--- config.mk ---
export PLATFORM = sky130hd
export DESIGN_NAME = square_oscillator_flat
export DESIGN_NICKNAME = d
export VERILOG_FILES = /design/src/rtl/square_oscillator_if.sv /design/src/rtl/square_oscillator.sv /design/src/flat_wrapper.sv
export SDC_FILE = /design/constraint.sdc
export NUM_CORES = 1
export LEC_CHECK = 0
export CAP_MARGIN = 15
export CORE_MARGIN = 2
export CORE_UTILIZATION = 49
export DETAILED_ROUTE_END_ITERATION = 10
export PLACE_DENSITY = 0.78
export SYNTH_ARGS = -nofsm -noshare
export SYNTH_HDL_FRONTEND = slang
export SYNTH_SLANG_ARGS = --single-unit
--- constraint.sdc ---
create_clock -name clk -period 5.15 [get_ports clk]
set_input_delay 1.03 -clock clk [delete_from_list [all_inputs] [get_ports clk]]
set_output_delay 1.03 -clock clk [all_outputs]
set_load 0.02 [all_outputs]
--- src/rtl/square_oscillator_if.sv ---
// Control and readback bundle between the voice sequencer (master) and the
// square oscillator voice (slave).
interface square_oscillator_if #(
  parameter int WIDTH = 32
);
  logic             set;
  logic [WIDTH-1:0] set_sample;
  logic [WIDTH-1:0] set_counter;
  logic [WIDTH-1:0] wave_length;
  logic [WIDTH-1:0] counter;
  logic [WIDTH-1:0] out;
  logic [WIDTH-1:0] filtered_out;

  modport master (
    output set, set_sample, set_counter, wave_length,
    input  counter, out, filtered_out
  );

  modport slave (
    input  set, set_sample, set_counter, wave_length,
    output counter, out, filtered_out
  );
endinterface

--- src/rtl/square_oscillator.sv ---
// Fixed-point square-wave voice with loadable phase state, followed by a
// single-pole IIR low-pass (coefficient 2^-(FILTER_SHIFT+1)).
module square_oscillator #(
  parameter int WIDTH        = 32,
  parameter int FRAC_BITS    = 20,
  parameter int FILTER_SHIFT = 0
) (
  input  logic                clk,
  input  logic                reset,
  square_oscillator_if.slave  bus
);

  localparam logic [WIDTH-1:0] ONE       = {{(WIDTH-1){1'b0}}, 1'b1};
  localparam logic [WIDTH:0]   STEP      = {{WIDTH{1'b0}}, 1'b1} << FRAC_BITS;
  localparam logic [WIDTH-1:0] STEP_W    = STEP[WIDTH-1:0];
  localparam logic [WIDTH-1:0] MIN_VAL   = {1'b1, {(WIDTH-1){1'b0}}};
  localparam logic [WIDTH-1:0] MAX_VAL   = {1'b0, {(WIDTH-1){1'b1}}};
  localparam logic [WIDTH-1:0] RESET_OUT = ~STEP_W + ONE;

  localparam logic signed [WIDTH+1:0] MAX_EXT = {2'b00, MAX_VAL};
  localparam logic signed [WIDTH+1:0] MIN_EXT = {2'b11, MIN_VAL};

  logic [WIDTH-1:0] counter_q, counter_d;
  logic [WIDTH-1:0] out_q, out_d;
  logic [WIDTH-1:0] filt_q, filt_d;

  logic [WIDTH-1:0] src_sample, src_counter, neg_sample, half;
  logic [WIDTH:0]   n_ext, half_ext, wrap_ext;

  always_comb begin
    src_sample  = bus.set ? bus.set_sample  : out_q;
    src_counter = bus.set ? bus.set_counter : counter_q;
    half        = bus.wave_length >> 1;
    half_ext    = {1'b0, half};
    // One extra bit so a counter near full scale cannot wrap before the compare.
    n_ext       = {1'b0, src_counter} + STEP;
    wrap_ext    = n_ext - half_ext;
    neg_sample  = (src_sample == MIN_VAL) ? MAX_VAL : (~src_sample + ONE);

    counter_d = WIDTH'(n_ext);
    out_d     = src_sample;
    if (half == '0) begin
      counter_d = '0;
      out_d     = src_sample;
    end else if (half_ext <= STEP) begin
      counter_d = '0;
      out_d     = neg_sample;
    end else if (n_ext >= half_ext) begin
      counter_d = WIDTH'(wrap_ext);
      out_d     = neg_sample;
    end
  end

  logic signed [WIDTH+1:0] out_ext, filt_ext, diff_ext, delta_ext, sum_ext;

  always_comb begin
    out_ext   = {{2{out_q[WIDTH-1]}}, out_q};
    filt_ext  = {{2{filt_q[WIDTH-1]}}, filt_q};
    diff_ext  = out_ext - filt_ext;
    // Arithmetic shift floors toward -inf, so a rising approach settles one LSB short.
    delta_ext = diff_ext >>> (FILTER_SHIFT + 1);
    sum_ext   = filt_ext + delta_ext;
    if (sum_ext > MAX_EXT) begin
      filt_d = MAX_VAL;
    end else if (sum_ext < MIN_EXT) begin
      filt_d = MIN_VAL;
    end else begin
      filt_d = WIDTH'(sum_ext);
    end
  end

  always_ff @(posedge clk or posedge reset) begin
    if (reset) begin
      counter_q <= '0;
      out_q     <= RESET_OUT;
      filt_q    <= '0;
    end else begin
      counter_q <= counter_d;
      out_q     <= out_d;
      filt_q    <= filt_d;
    end
  end

  assign bus.counter      = counter_q;
  assign bus.out          = out_q;
  assign bus.filtered_out = filt_q;

endmodule

--- src/flat_wrapper.sv ---
// flat-port wrapper written by rule: the top's interface ports become plain ports
module square_oscillator_flat 
#(
  parameter int WIDTH        = 32,
  parameter int FRAC_BITS    = 20,
  parameter int FILTER_SHIFT = 0
)
  (clk, reset, bus_set, bus_set_sample, bus_set_counter, bus_wave_length, bus_counter, bus_out, bus_filtered_out);
  square_oscillator_if #(.WIDTH(WIDTH)) bus_i ();
  input  logic clk;
  input  logic reset;
  input wire logic [$bits(bus_i.set)-1:0] bus_set;
  input wire logic [$bits(bus_i.set_sample)-1:0] bus_set_sample;
  input wire logic [$bits(bus_i.set_counter)-1:0] bus_set_counter;
  input wire logic [$bits(bus_i.wave_length)-1:0] bus_wave_length;
  output wire logic [$bits(bus_i.counter)-1:0] bus_counter;
  output wire logic [$bits(bus_i.out)-1:0] bus_out;
  output wire logic [$bits(bus_i.filtered_out)-1:0] bus_filtered_out;
  assign bus_i.set = bus_set;
  assign bus_i.set_sample = bus_set_sample;
  assign bus_i.set_counter = bus_set_counter;
  assign bus_i.wave_length = bus_wave_length;
  assign bus_counter = bus_i.counter;
  assign bus_out = bus_i.out;
  assign bus_filtered_out = bus_i.filtered_out;
  square_oscillator #(.WIDTH(WIDTH), .FRAC_BITS(FRAC_BITS), .FILTER_SHIFT(FILTER_SHIFT)) u_core (.clk(clk), .reset(reset), .bus(bus_i));
endmodule
## Word-level counts from Yosys, hierarchy flattened

Index checks and enable logic that the tools add are counted.

- Flip-flop bits (word level): 96
- Input bits: 99
- Output and inout port bits: 96
- Word-level logic and storage cells: 26

- Add/sub/neg operators: 5
- Order comparisons: 4
- Equality and inequality tests: 1
- Mux-type cells: 11
- Bitwise gates (word level): 1
- Reduce and logical (&&, ||, !) cells: 1

Operator list:

| cell | number |
|---|---|
| $mux 32 | 11 |
| $gt 34x32->1 const B | 1 |
| $lt 34x32->1 const B | 1 |
| $add 32x21->33 const B | 1 |
| $add 32x32->33 | 1 |
| $ge 33x31->1 | 1 |
| $sub 32x32->33 | 1 |
| $add 32x1->32 const B | 1 |
| $eq 32x32->1 const B | 1 |
| $logic_not 32->1 | 1 |
| $not 32->32 | 1 |
| $sub 32x31->32 | 1 |
| $le 31x21->1 const B | 1 |

## Longest topological paths before layout

Gate-level depths: netlist of the first run.

- Word-level depth: 7
- Mapped depth: 24
- Gate-level depth less buffers: 21

## Worst setup path after synthesis of the first run

Ideal clock, no wire load.

- Path type: in2reg
- Start: in bus_set
- End: reg u_core.out_q[13] (netlist: u_core.bus.out[13])
- Setup time: 0.121 ns
- Arrival time: 5.897 ns
- Required time: 5.029 ns
- Setup slack: -0.868 ns
- Stages on the path: 22
- Buffers on the path: 8
- Cells stage by stage: buf_4 buf_6 buf_2 buf_2 buf_2 buf_1 buf_2 mux2_2 ha_1 o21ai_1 nor2_1 xnor2_1 ha_1 a21o_1 a21o_1 a21oi_1 o21bai_1 a21o_1 or3_1 o41a_1 clkbuf_1 o22a_1

- Cells in the longest elaborated chain, start to end: 7
- Elaborated cells on any way between the ends: 11
- Those cells by class: 2 x add/sub; 1 x order compare; 1 x eq/ne; 6 x mux; 1 x bitwise

Ends and longest elaborated chain:

| what | line | RTL |
|---|---|---|
| start, declared | flat_wrapper.sv:12 | `input wire logic [$bits(bus_i.set)-1:0] bus_set;` |
| branches (longest 6 deep; another with $add 32x21->33) | - |  |
| $mux 32 * | square_oscillator.sv:42 | `if (half == '0) begin` |
| named net u_core.out_d[13] | square_oscillator.sv:24 | `logic [WIDTH-1:0] out_q, out_d;` |
| end signal, assigned | square_oscillator.sv:79 | `out_q <= out_d;` |
| end, declared | square_oscillator.sv:24 |  |

Mark *: on every way through the listed nets, which the timed path passes.

## Worst setup path after layout of the first run

- Start: reg u_core.filt_q[5] (netlist: u_core.bus.filtered_out[5])
- End: reg u_core.filt_q[4] (netlist: u_core.bus.filtered_out[4])

- Cells in the longest elaborated chain, start to end: 5
- Elaborated cells on any way between the ends: 6
- Those cells by class: 2 x add/sub; 2 x order compare; 2 x mux

Ends and longest elaborated chain:

| what | line | RTL |
|---|---|---|
| start, declared | square_oscillator.sv:25 | `logic [WIDTH-1:0] filt_q, filt_d;` |
| start signal, assigned | square_oscillator.sv:80 | `filt_q <= filt_d;` |
| $sub 32x32->33 | square_oscillator.sv:59 | `diff_ext = out_ext - filt_ext;` |
| $add 32x32->33 * | square_oscillator.sv:62 | `sum_ext = filt_ext + delta_ext;` |
| $lt 34x32->1 | square_oscillator.sv:65 | `end else if (sum_ext < MIN_EXT) begin` |
| $mux 32 | square_oscillator.sv:65 |  |
| $mux 32 * | square_oscillator.sv:63 | `if (sum_ext > MAX_EXT) begin` |
| named net u_core.filt_d[4] | square_oscillator.sv:25 |  |

The timed path passes the listed nets; every way through them passes the cells marked *.

==> impl_metrics.json, run 1 <==
{
  "antennaDiodeCount": 0,
  "ys_ff_latch": 96,
  "cts_max_level": 3,
  "synthCells": 1335,
  "timing.clock.skew_ns": 0.0122,
  "whs_ns": 0.656,
  "critPathKind": "register to register",
  "largest_area_contributor_in_the_netlist": "dfrtp_1",
  "hold_viol": 0,
  "setup_ws_ns": 0.208,
  "async_reset_ff_share_pct": 100,
  "grt_max_degree": 55,
  "cts_hold_buf": 0,
  "synthToLayoutAreaGrowth_pct": 28.8,
  "cap_violations": 0,
  "cts-root-to-sink-buffers": 2,
  "timing.final.max_slew_violations": 0,
  "routed_vias": 11214,
  "synth_area_um2": 10700,
  "synth.top_cells.by_area": "dfrtp_1 (20%), ha_1 (11%), a21oi_1 (6.5%)",
  "worstHoldPathType": "register to register",
  "cts_tree": "built",
  "drive_above_1_share_pct": 11.3,
  "slew_of_the_pin_with_the_lowest_slew_margin_ns": 0.939,
  "initial_utilization_pct": 50.4,
  "final-setup-viol-count": 0,
  "globalRouteTotalUtil_pct": 28.9,
  "drtAntennaViolNets": 0,
  "layout.filler_cells": 1813,
  "yosys.cell_count.top_type": "a21oi_1",
  "die_x_um": 151,
  "setup_tns_ns": 0,
  "initial_antenna_violation_count": 0,
  "syn-mean-instance-area_um2": 7.98,
  "share_of_the_synthesized_area_in_the_top_cell_type_pct": 19.7,
  "routed_wirelength_um": 33500,
  "preCtsSetupSlack_ns": 0.0775,
  "io_pins": 195,
  "synth_nets": 1534,
  "status": "finished clean",
  "finalWorstPathRequiredPeriod_ns": 4.94,
  "cts_made_buffers": 9,
  "timing.max_slew.rel_slack_pct": 37.3,
  "post_synth_num_cell_types": 87,
  "dieHeight_um": 151,
  "wire_per_inst_um": 18.3,
  "synth.yosys.warnings": 0,
  "grt_first_pass_wirelength_um": 52900,
  "cts.reportedPaths.clkPinSlew_ns": 0.07,
  "worst_ep_required_time_ns": 5.40,
  "floorplan.core_area_um2": 21200,
  "floorplan.rows": 53,
  "vias_in_the_first_global_route": 10723,
  "clock_tree.root_cell": "clkbuf_16",
  "total_die_area_um2": 22900,
  "num-nets-final": 1755,
  "post-route-period-util_pct": 96.0,
  "global_route.overflow_total": 0,
  "worst-path-max-fanout": 9,
  "drt_iter0_markers": 982,
  "gpl_wtd_cong": 0.932,
  "synth_edf_count": 0,
  "synth_common_cells": "a21oi_1 (139), nand2_1 (110), ha_1 (97), inv_1 (97), dfrtp_1 (84)",
  "cp_endpoint_kind": "register",
  "reg2reg_depth": 22,
  "route.detailed.drc": 0,
  "worst-endpoint-arrival_ns": 5.19,
  "placement.io_buffers": 193,
  "hpwlAfterDp_um": 26200,
  "top_ff_cell_synth": "dfrtp_1",
  "routed_via_density": 6.11,
  "clock_latency_at_the_later_pin_of_the_worst_skew_pair_ns": 0.36,
  "max_freq_mhz": 202,
  "startpoint_type": "register",
  "detailed_routing_iterations_pass_1": 7,
  "numClockSinks": 96,
  "worst_hold_path.num_cells": 2,
  "ys_seq_area_share_pct": 22.7
}
==> cell usage in the layout (no fill, tap or decap), types with 11 or more instances in the layout <==
cell type | netlist | final
inv_1 | 97 | 96
and3_1 | 24 | 24
nor2_1 | 80 | 78
nand4_1 | 16 | 16
xor2_1 | 31 | 31
mux2i_1 | 35 | 35
clkdlybuf4s50_1 | 0 | 192
a21oi_1 | 139 | 132
buf_4 | 2 | 58
o21a_1 | 19 | 19
dfrtp_1 | 84 | 84
xnor2_1 | 44 | 44
nor4_1 | 11 | 11
nand3_1 | 39 | 39
nand2b_1 | 14 | 14
o21ai_0 | 72 | 70
o211ai_1 | 13 | 13
nor3_1 | 42 | 42
dfstp_2 | 12 | 12
ha_1 | 97 | 94
a21o_1 | 44 | 44
mux2_2 | 35 | 34
nor3b_1 | 15 | 15
or3_1 | 13 | 12
a31oi_1 | 24 | 23
o21bai_1 | 11 | 11
nand2_1 | 110 | 110
nor2b_1 | 15 | 14
==> flip-flops by register name, summed over array words and instances (netlist names) <==
register	cells
u_core.bus.filtered_out	32
u_core.bus.counter	32
u_core.bus.out	32
==> path summary, 6_finish.rpt <==
path,start,end,slack [ns]
setup reg to reg,u_core.bus.filtered_out[5],u_core.bus.filtered_out[4],0.21
hold reg to reg,u_core.bus.counter[19],u_core.bus.counter[19],0.66
max in group asynchronous,reset,u_core.bus.out[25],3.24
hold / removal,u_core.bus.counter[19],u_core.bus.counter[19],0.66
min in group asynchronous,reset,u_core.bus.out[1],1.01
setup / recovery,u_core.bus.filtered_out[5],u_core.bus.filtered_out[4],0.21
==> metal layers <==
layer	share of wire [%]	up-vias	track usage [%]
met2	47	444	48.4
met5	0	-	0
met3	6.2	66	3.22
li1	-	5376	-
met4	2.3	0	8.64
met1	44	5328	39.2
==> timing repair <==
item	in CTS	in global routing
resized for setup	1	26
setup endpoints to repair	2	31
pin swaps	0	5
setup buffers	0	2
cloned	0	1
==> cells by family (layout without fill, tap and decap cells) <==
group / after synthesis / count (layout) / synth area share (%)
simple gates: 426 / 426 / 20.7
flops: 96 / 96 / 22.7
fa+ha+maj: 100 / 100 / 12.0
buf+inv: 143 / 368 / 5.53
xor+xnor: 75 / 75 / 6.17
compound gates: 424 / 424 / 25.9
mux: 71 / 71 / 7.12
==> cell type report <==
class | instances | area, um2 | area share [%]
repair buffers | 256 | 2460 | 17.9
clock inverters | 6 | 109 | 0.793
multi-input cells | 1096 | 7800 | 56.8
flip-flops and latches | 96 | 2420 | 17.6
well taps | 275 | 344 | 2.51
clock buffers | 9 | 225 | 1.64
inverters | 97 | 367 | 2.67
==> critical path: stages, from the launching register on <==
cell and delay [ns]:
dfrtp_1 0.38, inv_1 0.06, ha_1 0.35, a211o_1 0.33, a32o_1 0.24, a21oi_2 0.17, a21oi_2 0.12, a221oi_2 0.31
o41ai_1 0.15, buf_4 0.16, a31o_2 0.26, a2111oi_1 0.35, nand3b_1 0.18, ha_1 0.28, nand2_1 0.08, nand2_1 0.05
a21o_1 0.18, a211oi_2 0.26, o31ai_4 0.15, a21o_1 0.21, mux2i_4 0.23, buf_6 0.18, o21ba_2 0.16
==> stage by stage <==
step           instances  util, %  cell area (um2)
3_5_place_dp        1817     62.6            13300
2_1_floorplan       1335        -            10700
4_1_cts             1832     64.3            13600
3_3_place_gp        1817     62.6            13300
5_1_grt             1835     64.9            13700
6_report            1835     64.9            13700
Power of run 1 is left out: the tool's default activity adds up to more than one toggle a clock period on the data nets, which glitch-free logic cannot reach.
==> run 2, diff against run 1 <==
- CORE_UTILIZATION: 49 -> 50
- PLACE_DENSITY: 0.78 -> default
- PLACE_DENSITY_LB_ADDON: default -> 0.1
- clock period: 5.15 -> 4.75 ns (I/O delays scaled with it)
==> impl_metrics.json, run 2 (synthesis results as in run 1) <==
{
  "post-route-period-util_pct": 102,
  "worst-path-max-fanout": 5,
  "drive_above_1_share_pct": 19.9,
  "grt_first_pass_wirelength_um": 55100,
  "wire_per_inst_um": 17.6,
  "leading_cell_types_in_the_layout_fill_and_taps_excluded": "clkdlybuf4s50_1 (192), buf_4 (152), a21oi_1 (112), nand2_1 (109), inv_1 (94)",
  "finalCoreUtilization_pct": 70.7,
  "total_die_area_um2": 22500,
  "globalRouteTotalUtil_pct": 30.7,
  "routed_via_density": 5.87,
  "synthToLayoutAreaGrowth_pct": 39.1,
  "drt_iter0_markers": 599,
  "floorplan.rows": 53,
  "clock_latency_at_the_later_pin_of_the_worst_skew_pair_ns": 0.36,
  "cts_made_buffers": 9,
  "num-nets-final": 1859,
  "detailed_routing_iterations_pass_1": 5,
  "cell_area_reported_after_detailed_placement_um2": 14100,
  "status": "finished, violations left",
  "placement.io_buffers": 193,
  "dieHeight_um": 150,
  "routed_wirelength_um": 34300,
  "io_pins": 195,
  "layout.cells.most_common": "clkdlybuf4s50_1",
  "post-route-cell-area_um2": 14800,
  "cp_endpoint_kind": "register",
  "grt_max_degree": 43,
  "critPathKind": "register to register",
  "reg2reg_depth": 25,
  "setup_ws_ns": -0.108,
  "setup_repair_after_global_routing_missed_its_margin": "true",
  "startpoint_type": "register",
  "origin_of_the_worst_setup_path": "u_core.bus.out[0]",
  "worst-endpoint-arrival_ns": 5.12,
  "area_of_the_multi_input_gates_um2": 8090,
  "max_freq_mhz": 206,
  "initial_antenna_violation_count": 1,
  "cts.reportedPaths.clkPinSlew_ns": 0.08,
  "area.sequential_um2": 2420,
  "floorplan.core_area_um2": 21000,
  "finalWorstPathRequiredPeriod_ns": 4.86,
  "endpoint": "u_core.bus.filtered_out[4]",
  "route.detailed.drc": 0,
  "cap_violations": 0,
  "hold_viol": 0,
  "timing.max_slew.rel_slack_pct": 37.2,
  "final-setup-viol-count": 22,
  "gpl_wtd_cong": 0.944,
  "clock_tree.root_cell": "clkbuf_16",
  "worst_r2r_endpoint": "u_core.bus.filtered_out[4]",
  "hpwlAfterDp_um": 26600,
  "cts_hold_buf": 0,
  "layout.filler_cells": 1717,
  "preCtsSetupSlack_ns": -0.435,
  "timing.final.max_slew_violations": 0,
  "timing.clock.skew_ns": 0.0153,
  "routed_vias": 11395,
  "vias_in_the_first_global_route": 11107,
  "cts-root-to-sink-buffers": 2,
  "cts_max_level": 3,
  "initial_utilization_pct": 50.8,
  "numClockSinks": 96,
  "drtAntennaViolNets": 0,
  "cts_tree": "built",
  "worstHoldPathType": "register to register",
  "worst_ep_required_time_ns": 5.01,
  "die_x_um": 150,
  "r2r_setup_slack_ns": -0.11,
  "global_route.overflow_total": 0,
  "r2r_start": "u_core.bus.out[0]",
  "slew_of_the_pin_with_the_lowest_slew_margin_ns": 0.940,
  "failed_checks": "setup timing"
}
[run 2: how the worst min path moves through the flow]
stage                                       from                endpoint  slack [ns]  cells past startpoint
after floorplan               u_core.bus.out[23]      u_core.bus.out[23]        0.65                      2
after global placement     u_core.bus.counter[4]   u_core.bus.counter[4]        0.66                      3
after global routing      u_core.bus.counter[19]  u_core.bus.counter[19]        0.73                      2
after CTS                 u_core.bus.counter[19]  u_core.bus.counter[19]        0.68                      2
after detailed placement  u_core.bus.counter[19]  u_core.bus.counter[19]        0.65                      2
final                     u_core.bus.counter[19]  u_core.bus.counter[19]        0.68                      2
[run 2: routing by layer]
layer	vias up	global-route usage [%]	routed length, um
met3	69	4.12	2230
met5	-	0	0
met2	407	51.8	16400
met4	0	10.8	1010
li1	5595	-	-
met1	5324	40.1	14600
[run 2: cell type report]
cell class | instances | share of cell area [%]
sequential | 96 | 16.3
clock inverter | 6 | 0.236
multi-input combinational | 1096 | 54.6
tap | 275 | 2.32
clock buffer | 10 | 1.61
timing repair buffer | 360 | 22.4
inverter | 97 | 2.47
antenna | 2 | 0.0338
[run 2: worst max-delay path, stage by stage (launching register included)]
cell	delay, ns
dfrtp_1	0.40
nor2b_2	0.17
fa_2	0.27
nor2b_4	0.05
o31a_1	0.26
o211ai_1	0.23
a21boi_2	0.11
buf_4	0.15
o211ai_1	0.26
a31oi_1	0.14
buf_4	0.18
a21oi_4	0.17
nand4b_1	0.10
o211ai_1	0.13
ha_1	0.33
buf_6	0.14
a21o_1	0.16
a21oi_2	0.18
nor2_1	0.08
a211oi_2	0.24
o31ai_4	0.14
a21o_1	0.21
mux2i_4	0.21
buf_6	0.14
buf_12	0.12
o21ba_4	0.15
[run 2: per-stage QoR]
| step | hold slack [ns] | cells | setup TNS, ns |
|---|---|---|---|
| after global routing | 0.733 | 1941 | -6.86 |
| after global placement | 0.662 | 1910 | -6.32 |
| final | 0.684 | 1942 | -1.70 |
| after CTS | 0.682 | 1938 | -0.462 |
| after floorplan | 0.654 | 1335 | -9.03 |
| after detailed placement | 0.651 | 1910 | -10.13 |
[run 2: timing repair]
action                     in CTS  in global routing
pin swaps                      24                 13
cloned                          3                  0
setup endpoints to repair      31                 31
buffers inserted               10                  4
resized for setup              53                 23
Power of run 2 is left out for the same reason.
